--- config.mk ---
export PLATFORM = sky130hd
export DESIGN_NAME = game_strobe_scheduler
export DESIGN_NICKNAME = d
export VERILOG_FILES = /design/src/rtl/game_strobe_scheduler.sv
export SDC_FILE = /design/constraint.sdc
export NUM_CORES = 1
export LEC_CHECK = 0
export ABC_AREA = 1
export ABC_CLOCK_PERIOD_IN_PS = 3100
export BUFFER_PORTS_ARGS = -buffer_cell sky130_fd_sc_hd__clkbuf_2
export CAP_MARGIN = 30
export CORE_ASPECT_RATIO = 1.75
export CORE_MARGIN = 4
export CORE_UTILIZATION = 25
export CTS_BUF_LIST = sky130_fd_sc_hd__clkbuf_16
export DETAILED_ROUTE_END_ITERATION = 7
export HOLD_SLACK_MARGIN = 0.15
export PLACE_DENSITY = 0.44
export SLEW_MARGIN = 25
export SYNTH_ARGS = -nofsm -noshare
export SYNTH_HDL_FRONTEND = slang
export SYNTH_SLANG_ARGS = --single-unit
--- constraint.sdc ---
create_clock -name clk -period 3.1 [get_ports clk]
set_input_delay 0.465 -clock clk [delete_from_list [all_inputs] [get_ports clk]]
set_output_delay 0.465 -clock clk [all_outputs]
set_load 0.02 [all_outputs]
--- src/rtl/game_strobe_scheduler.sv ---
// game_strobe_scheduler: per-channel divided base tick, queued and issued one grant per clock via round-robin
module game_strobe_scheduler #(
  parameter int n_req = 4,
  parameter int div_width = 4
) (
  input  logic                         clk,
  input  logic                         rst,
  input  logic                         strobe_in,
  input  logic [n_req-1:0]             enable,
  input  logic [n_req*div_width-1:0]   period,
  input  logic                         clear_missed,
  output logic [n_req-1:0]             strobe_out,
  output logic [n_req-1:0]             missed
);
  localparam int lw = $clog2(n_req);
  logic [div_width-1:0] cnt_q [n_req];
  logic [div_width-1:0] cnt_d [n_req];
  logic [n_req-1:0] pending_q, pending_d, missed_q, missed_d, strobe_q, due, grant;
  logic [lw-1:0] last_q, last_d;
  assign strobe_out = strobe_q;
  assign missed = missed_q;
  always_comb begin
    grant = '0;
    last_d = last_q;
    for (int k = 1; k <= n_req; k++) begin
      if (grant == '0 && pending_q[(int'(last_q) + k) % n_req]) begin
        grant[(int'(last_q) + k) % n_req] = 1'b1;
        last_d = lw'((int'(last_q) + k) % n_req);
      end
    end
  end
  // A due event coinciding with its own grant re-arms pending instead of counting as a miss.
  always_comb begin
    for (int i = 0; i < n_req; i++) begin
      due[i] = strobe_in & enable[i] & (cnt_q[i] == '0);
      cnt_d[i] = !enable[i] ? '0 :
                 !strobe_in ? cnt_q[i] :
                 due[i] ? period[i*div_width +: div_width] : cnt_q[i] - 1'b1;
      pending_d[i] = enable[i] & (due[i] | (pending_q[i] & ~grant[i]));
      missed_d[i] = (due[i] & pending_q[i] & ~grant[i]) | (missed_q[i] & ~clear_missed);
    end
  end
  always_ff @(posedge clk) begin
    if (rst) begin
      cnt_q <= '{default: '0};
      pending_q <= '0;
      missed_q <= '0;
      strobe_q <= '0;
      last_q <= lw'(n_req - 1);
    end else begin
      cnt_q <= cnt_d;
      pending_q <= pending_d;
      missed_q <= missed_d;
      strobe_q <= grant;
      last_q <= last_d;
    end
  end
endmodule

-- After elaboration in Yosys (flattened, before gate mapping)
Cells that the tools add are included.
- register bits: 30
- output and inout bits: 8
- word-level logic and storage cells: 131
- bits of input ports: 24
- magnitude comparators: 8
- bitwise logic cells: 52
- mux-type cells: 32
- add/sub/neg operators: 8
- reduce and logical (&&, ||, !) cells: 23
- operators by type and width (operator ; count):
    4-bit 2-to-1 mux ; 8
    1-bit AND ; 28
    4-bit logical NOT ; 7
    3-bit by 4-bit < comparator with 1-bit output (second input constant) ; 4
    2-bit OR reduction ; 8
    4-bit by 1-bit subtractor with 4-bit output (second input constant) ; 4
    3-bit by 1-bit >= comparator with 1-bit output (second input constant) ; 4
    1-bit 2-to-1 mux ; 12
    4-bit bitwise OR ; 3
    1-bit inverter ; 9
    1-bit binary-select mux with 2-bit select ; 4
    1-bit demux with 2-bit select ; 4
    2-bit 2-to-1 mux ; 4
    1-bit bitwise OR ; 8
    1-bit logical AND ; 7
    2-bit by 1-bit adder with 2-bit output (second input constant) ; 2
    2-bit adder (second input constant) ; 2
    1-bit AND (first input constant) ; 4
    4-bit nonzero test ; 1

-- Depth between registers and ports, before layout
- word-level depth: 21
- gate-level depth with buffers: 17
- depth with buffers taken out: 17

-- Worst setup path after synthesis
Ideal clock, no wire load.
- path kind: reg-to-reg
- from: register last_q[0]
- to: register missed_q[1], in the netlist missed[1]
- path buffers: 0
- path slack: 751 ps
- data required time: 2967 ps
- clock period less this slack: 2349 ps
- arrival: 2216 ps
- setup time: 133 ps
- stages on the path, launching flop included: 17
- cells stage by stage: dfxtp_1 inv_2 ha_1 inv_1 nand2_1 nand3_2 nand2_2 inv_4 nand3_2 nand2_2 nor2_4 nand3_1 nand2_2 nor2_4 nand3_2 nand3_2 a21oi_2
- cells in the longest elaborated chain, start to end: 20
- elaborated cells on any way between the ends: 60
- those cells by class: add/sub (4); order compare (8); mux (24); bitwise (10); reduce/logical (14)
- RTL lines (what ; RTL line ; text):
    start: declaration ; 19 ; logic [lw-1:0] last_q, last_d;
    start signal: assignment ; 49 ; last_q <= lw'(n_req - 1);
    start signal: assignment ; 55 ; last_q <= last_d;
    2-bit by 1-bit adder with 2-bit output ; 26, 27 ;
    2-bit OR reduction (no line) ; n/a ;
    1-bit AND (no line) ; n/a ;
    3-bit by 4-bit < comparator with 1-bit output (not written as such) / 3-bit by 1-bit >= comparator with 1-bit output (equally long branches) ; 27 ; grant[(int'(last_q) + k) % n_req] = 1'b1;
    1-bit logical AND (not written as such) ; 27 ;
    1-bit 2-to-1 mux (not written as such) ; 27 ;
    1-bit demux with 2-bit select ; 27 ;
    4-bit 2-to-1 mux ; 26 ; if (grant == '0 && pending_q[(int'(last_q) + k) % n_req]) begin
    (+4 left out) ; n/a ;
    1-bit logical AND ; 26 ;
    4-bit 2-to-1 mux ; 26 ;
    4-bit logical NOT ; 26 ;
    1-bit logical AND ; 26 ;
    4-bit 2-to-1 mux * ; 26 ;
    1-bit inverter * ; 40 ; missed_d[i] = (due[i] & pending_q[i] & ~grant[i]) | (missed_q[i] & ~clear_missed);
    1-bit AND * ; 40 ;
    1-bit bitwise OR * ; 40 ;
    end signal: assignment ; 53 ; missed_q <= missed_d;
    end: declaration ; 18 ; logic [n_req-1:0] pending_q, pending_d, missed_q, missed_d, strobe_q, due, grant;
Mark *: on every way between the ends. The rest lies on a longest branch, timed or not. The select of a mux whose other input is x is not followed.
A chain may end at the register's enable or synchronous reset.

-- Worst setup path in the final report
- from: register last_q[0]
- to: register last_q[0]
- cells in the longest elaborated chain, start to end: 17
- elaborated cells on any way between the ends: 53
- those cells by class: add/sub (4); order compare (6); mux (25); bitwise (5); reduce/logical (13)
- RTL lines (what ; RTL line):
    2-bit by 1-bit adder with 2-bit output ; 26, 27, 28
    2-bit OR reduction (no line) ; n/a
    1-bit AND (no line) ; n/a
    3-bit by 4-bit < comparator with 1-bit output (not written as such) / 3-bit by 1-bit >= comparator with 1-bit output (equally long branches) ; 27
    1-bit logical AND (not written as such) ; 27
    1-bit 2-to-1 mux (not written as such) ; 27
    1-bit demux with 2-bit select ; 27
    4-bit 2-to-1 mux ; 26
    4-bit logical NOT ; 26
    1-bit logical AND ; 26
    4-bit 2-to-1 mux ; 26
    4-bit logical NOT ; 26
    1-bit logical AND ; 26
    4-bit 2-to-1 mux ; 26
    4-bit logical NOT ; 26
    1-bit logical AND ; 26
    4-bit nonzero test (no line) / 2-bit 2-to-1 mux (equally long branches) ; n/a
Parallel ways exist; a longest one is shown, timed or not. The select of a mux whose other input is x is not followed.

==> metrics.md <==
| Metric | Value |
|---|---|
| Hold depth | 2 |
| Multi-input logic area | about 0.0013 sq mm |
| Total gr overflow | 0 |
| Number of synthesized flops with an enable pin | 0 |
| FF-to-FF Start | last_q[0]$_SDFFE_PP1P_ |
| Crit Path Category | reg -> reg |
| Worst setup SP type | flip-flop |
| Final Hold Viols | 0 |
| Cts repair resizes | 0 |
| Sink Count | 30 |
| Port Buffers | 31 |
| Setup Total Neg Slack | 0 ns |
| CTS Buf Count | 5 |
| DIE HEIGHT | 129 um |
| Worst-Skew Late Latency | approximately 0.28 ns |
| Routed WL | 5240 um |
| CTS tree | built |
| Post-synthesis mux area share | 0% |
| Crit-path max FO | 10 |
| Drt pass-1 iters | 4 |
| Worst EP required | between 3 and 4 ns |
| Synth Area in Compound Gates | around 16% |
| Total nets after synthesis | 327 |
| Post-Synth XOR/XNOR Area | 3.33% |
| DR iter-0 viols | 69 |
| Cell Chain, Critical Path | inv_2 > ha_1 > inv_1 > nand2_1 > nand3_2 > nand2_2 > inv_4 > nand3_2 > nand2_2 > nor2_4 > nand3_1 > nand2_2 > nor2_4 > nand2_2 > nand4_1 > nand3_1 |
| Hold path start | missed[3]$_SDFF_PP0_ |
| Yosys top cell by area | dfxtp_1 |
| Per-cell routed wire length | between 10 and 15 um |
| Final RePlAce weighted congestion | a little under 0.8 |
| Adder-cell share of the synthesized area | under 10% |
| Max Slew Vio Count | 0 |
| Post-synth cell types | 27 |
| Post-DP HPWL | 4310 um |
| Peak supply drop | 0.000227 V |
| Worst-path clk slew | roughly 0.050 ns |
| Yosys warning count | 0 |
| P&R area growth vs syn | 18.5% |
| Sequential cell area fraction in the yosys report | between 20 and 30% |
| Global-route wire length before repair | 8750 um |
| Fin crit period | around 2.6 ns |
| Post-CTS setup buffers | 0 |
| Final period utilization | between 80% and 90% |
| Layout Nets | approximately 360 |
| Post-Syn Area | between 0.002 and 0.0025 sq mm |
| Total GRT Usage | a little over a tenth |
| Starting Density | 25.5% |
| DRC | 0 |
| CP arrival | approximately 2.8 ns |
| Routed Antenna Nets | 0 |
| Fmax | between 300 and 400 MHz |
| Synth top area share | roughly 29% |
| Max cap viols | 0 |
| Worst-margin pin slew | 0.379 ns |
| Register Area | 601 sq um |
| Die width | between 70 and 80 um |
| Initial antenna violation count | 0 |
| Total chip power | 0.00161 W |
| IO Pins | 32 |
| Post-route insts no fill | roughly 410 |
| Clock tree buffer depth | 2 |
| Slowest library cell on the worst path | dfxtp_1 |
| Reg2reg end | last_q[0]$_SDFFE_PP1P_ |
| Vias in the first global route | roughly 1800 |
| Row cnt | 44 |
| Asr flop ratio synth | 0% |
| Layout fillers | between 900 and 1000 |
| Simple-gate portion of the synthesized area | roughly 34% |
| Power per cell area | 648 mW/mm^2 |
| Core area | between 0.008 and 0.009 sq mm |
| Critical Path End Type | flip-flop |
| Placed Instances | 403 |
| Flop2flop setup slack | roughly 0.46 ns |
| Worst Hold Endpoint | missed[3]$_SDFF_PP0_ |
| Crit path top cell by count | nand2_2 |
| CTS H-tree depth | 2 |
| Fraction of layout cells with a size suffix above 1 | a little over a quarter |
| Unrepaired setup endpoints after global routing | false |
| Total number of vias | 1878 |
| Hold Buf Count CTS | 0 |
| Post-Syn Instances | 287 |
| Top cells by area, synth | dfxtp_1 (29%), ha_1 (9.5%), nand2_1 (8.9%), nand3_2 (8.6%), inv_1 (6.6%) |
| Largest family of logic cells by synthesized area | simple AND/OR/NAND/NOR gates |
| R2R cell count | 16 |
| DIE AREA | roughly 0.01 sq mm |
| Largest net degree at the start of global routing | 21 |
| Skew final | about 0.0074 ns |
| Leak | about 1.1 nW |
| Synth Flop Type | dfxtp_1 |
| CP max stage delay | 0.52 ns |
| Endpoints failing setup | 0 |
| Worst Hold Class | reg -> reg |
| Top-count cell post-synth | nand2_1 |
| Slew headroom | 74.7% |
| Post-synthesis register bit count | 30 |
| Syn_area_per_cell | between 7 and 8 sq um |
| Synth cell count leaders | nand2_1 (50), inv_1 (37), dfxtp_1 (30) |
| Status | completed |
| Antenna cells | 0 |
| Root buffer cell | clkbuf_16 |
| Vias per cell | about 4.6 |
-- layout by cell type (no fill, tap or decap) --
cell type,count
nand2_2,10
inv_1,37
nor2_1,14
ha_1,16
a21oi_1,26
clkinv_1,2
nor3_1,8
and3_1,4
o21ai_1,1
nand3_1,14
clkbuf_2,31
xnor2_1,4
clkinvlp_4,1
inv_4,1
xor2_1,4
clkinv_2,1
nor2_4,4
buf_4,1
nand4_1,2
a21oi_2,6
nand2_4,3
dfxtp_1,30
inv_2,2
o21ai_0,17
o31ai_4,1
nand2_1,50
a31oi_1,1
clkbuf_16,5
o211ai_1,5
nand3_2,18
-- logic make-up (layout without fill, tap and decap cells) --
logic type,Yosys count,count (layout)
adders and majority gates,16,16
DFF,30,30
xor gates and xnor gates,8,8
and+or+nand+nor,127,127
AOI/OAI and AO/OA,57,57
buffers and inverters,49,81
-- per-layer routing --
layer	wire length [um]	GRT usage [%]	part of all wire, %	vias to the layer above
li1	-	-	-	998
met1	1930	11.2	37	847
met2	3080	22.4	59	27
met3	139	1.39	2.7	6
met4	88	3.77	1.7	0
met5	0	0	0	-
-- critical path, delay by kind of cell, from the launching register on --
kind | cells | cell delay, ns
adder cells (fa/ha/maj) | 1 | 0.40
AND/OR/NAND/NOR | 12 | 1.19
buffers and inverters | 3 | 0.42
flip-flops | 1 | 0.52
-- stage by stage --
stage,hold WS [ns],utilization [%],area [sq um],worst slack (ns)
CTS,0.482,30.2,2490,0.455
global placement,0.465,28.5,2350,0.470
global route,0.496,30.2,2490,0.185
floorplan,0.467,-,2100,0.751
detailed placement,0.472,28.5,2350,0.462
finish,0.476,30.2,2490,0.461
-- area by class of cell --
type | instances | area share [%]
clock buffers | 5 | 5.02
clock inverters | 3 | 0.652
inverters | 41 | 6.27
multi-input cells | 208 | 52.8
flip-flops and latches | 30 | 24.1
well taps | 92 | 4.62
repair buffers | 32 | 6.52
-- where the power goes --
group	switching (W)	total, W	leakage, nW	internal (W)
sequential	0.0000353	0.000459	0.245	0.000424
combinational	0.000457	0.000688	0.790	0.000230
clock	0.000176	0.000468	0.0672	0.000292
-- registers in the layout, indices dropped and copies added (netlist names) --
signal / cells
cnt_q: 16
missed: 4
pending_q: 4
strobe_out: 4
last_q: 2
-- how the worst max path moves through the flow --
| stage | end | cells past startpoint | startpoint |
|---|---|---|---|
| after detailed placement | missed[1]$_SDFF_PP0_ | 16 | last_q[0]$_SDFFE_PP1P_ |
| after global routing | missed[3]$_SDFF_PP0_ | 16 | last_q[0]$_SDFFE_PP1P_ |
| after global placement | last_q[0]$_SDFFE_PP1P_ | 16 | last_q[0]$_SDFFE_PP1P_ |
| after floorplan | missed[1]$_SDFF_PP0_ | 16 | last_q[0]$_SDFFE_PP1P_ |
| final | last_q[0]$_SDFFE_PP1P_ | 16 | last_q[0]$_SDFFE_PP1P_ |
| after CTS | last_q[0]$_SDFFE_PP1P_ | 16 | last_q[0]$_SDFFE_PP1P_ |
Note: power is estimated with default switching activity, not from simulation.
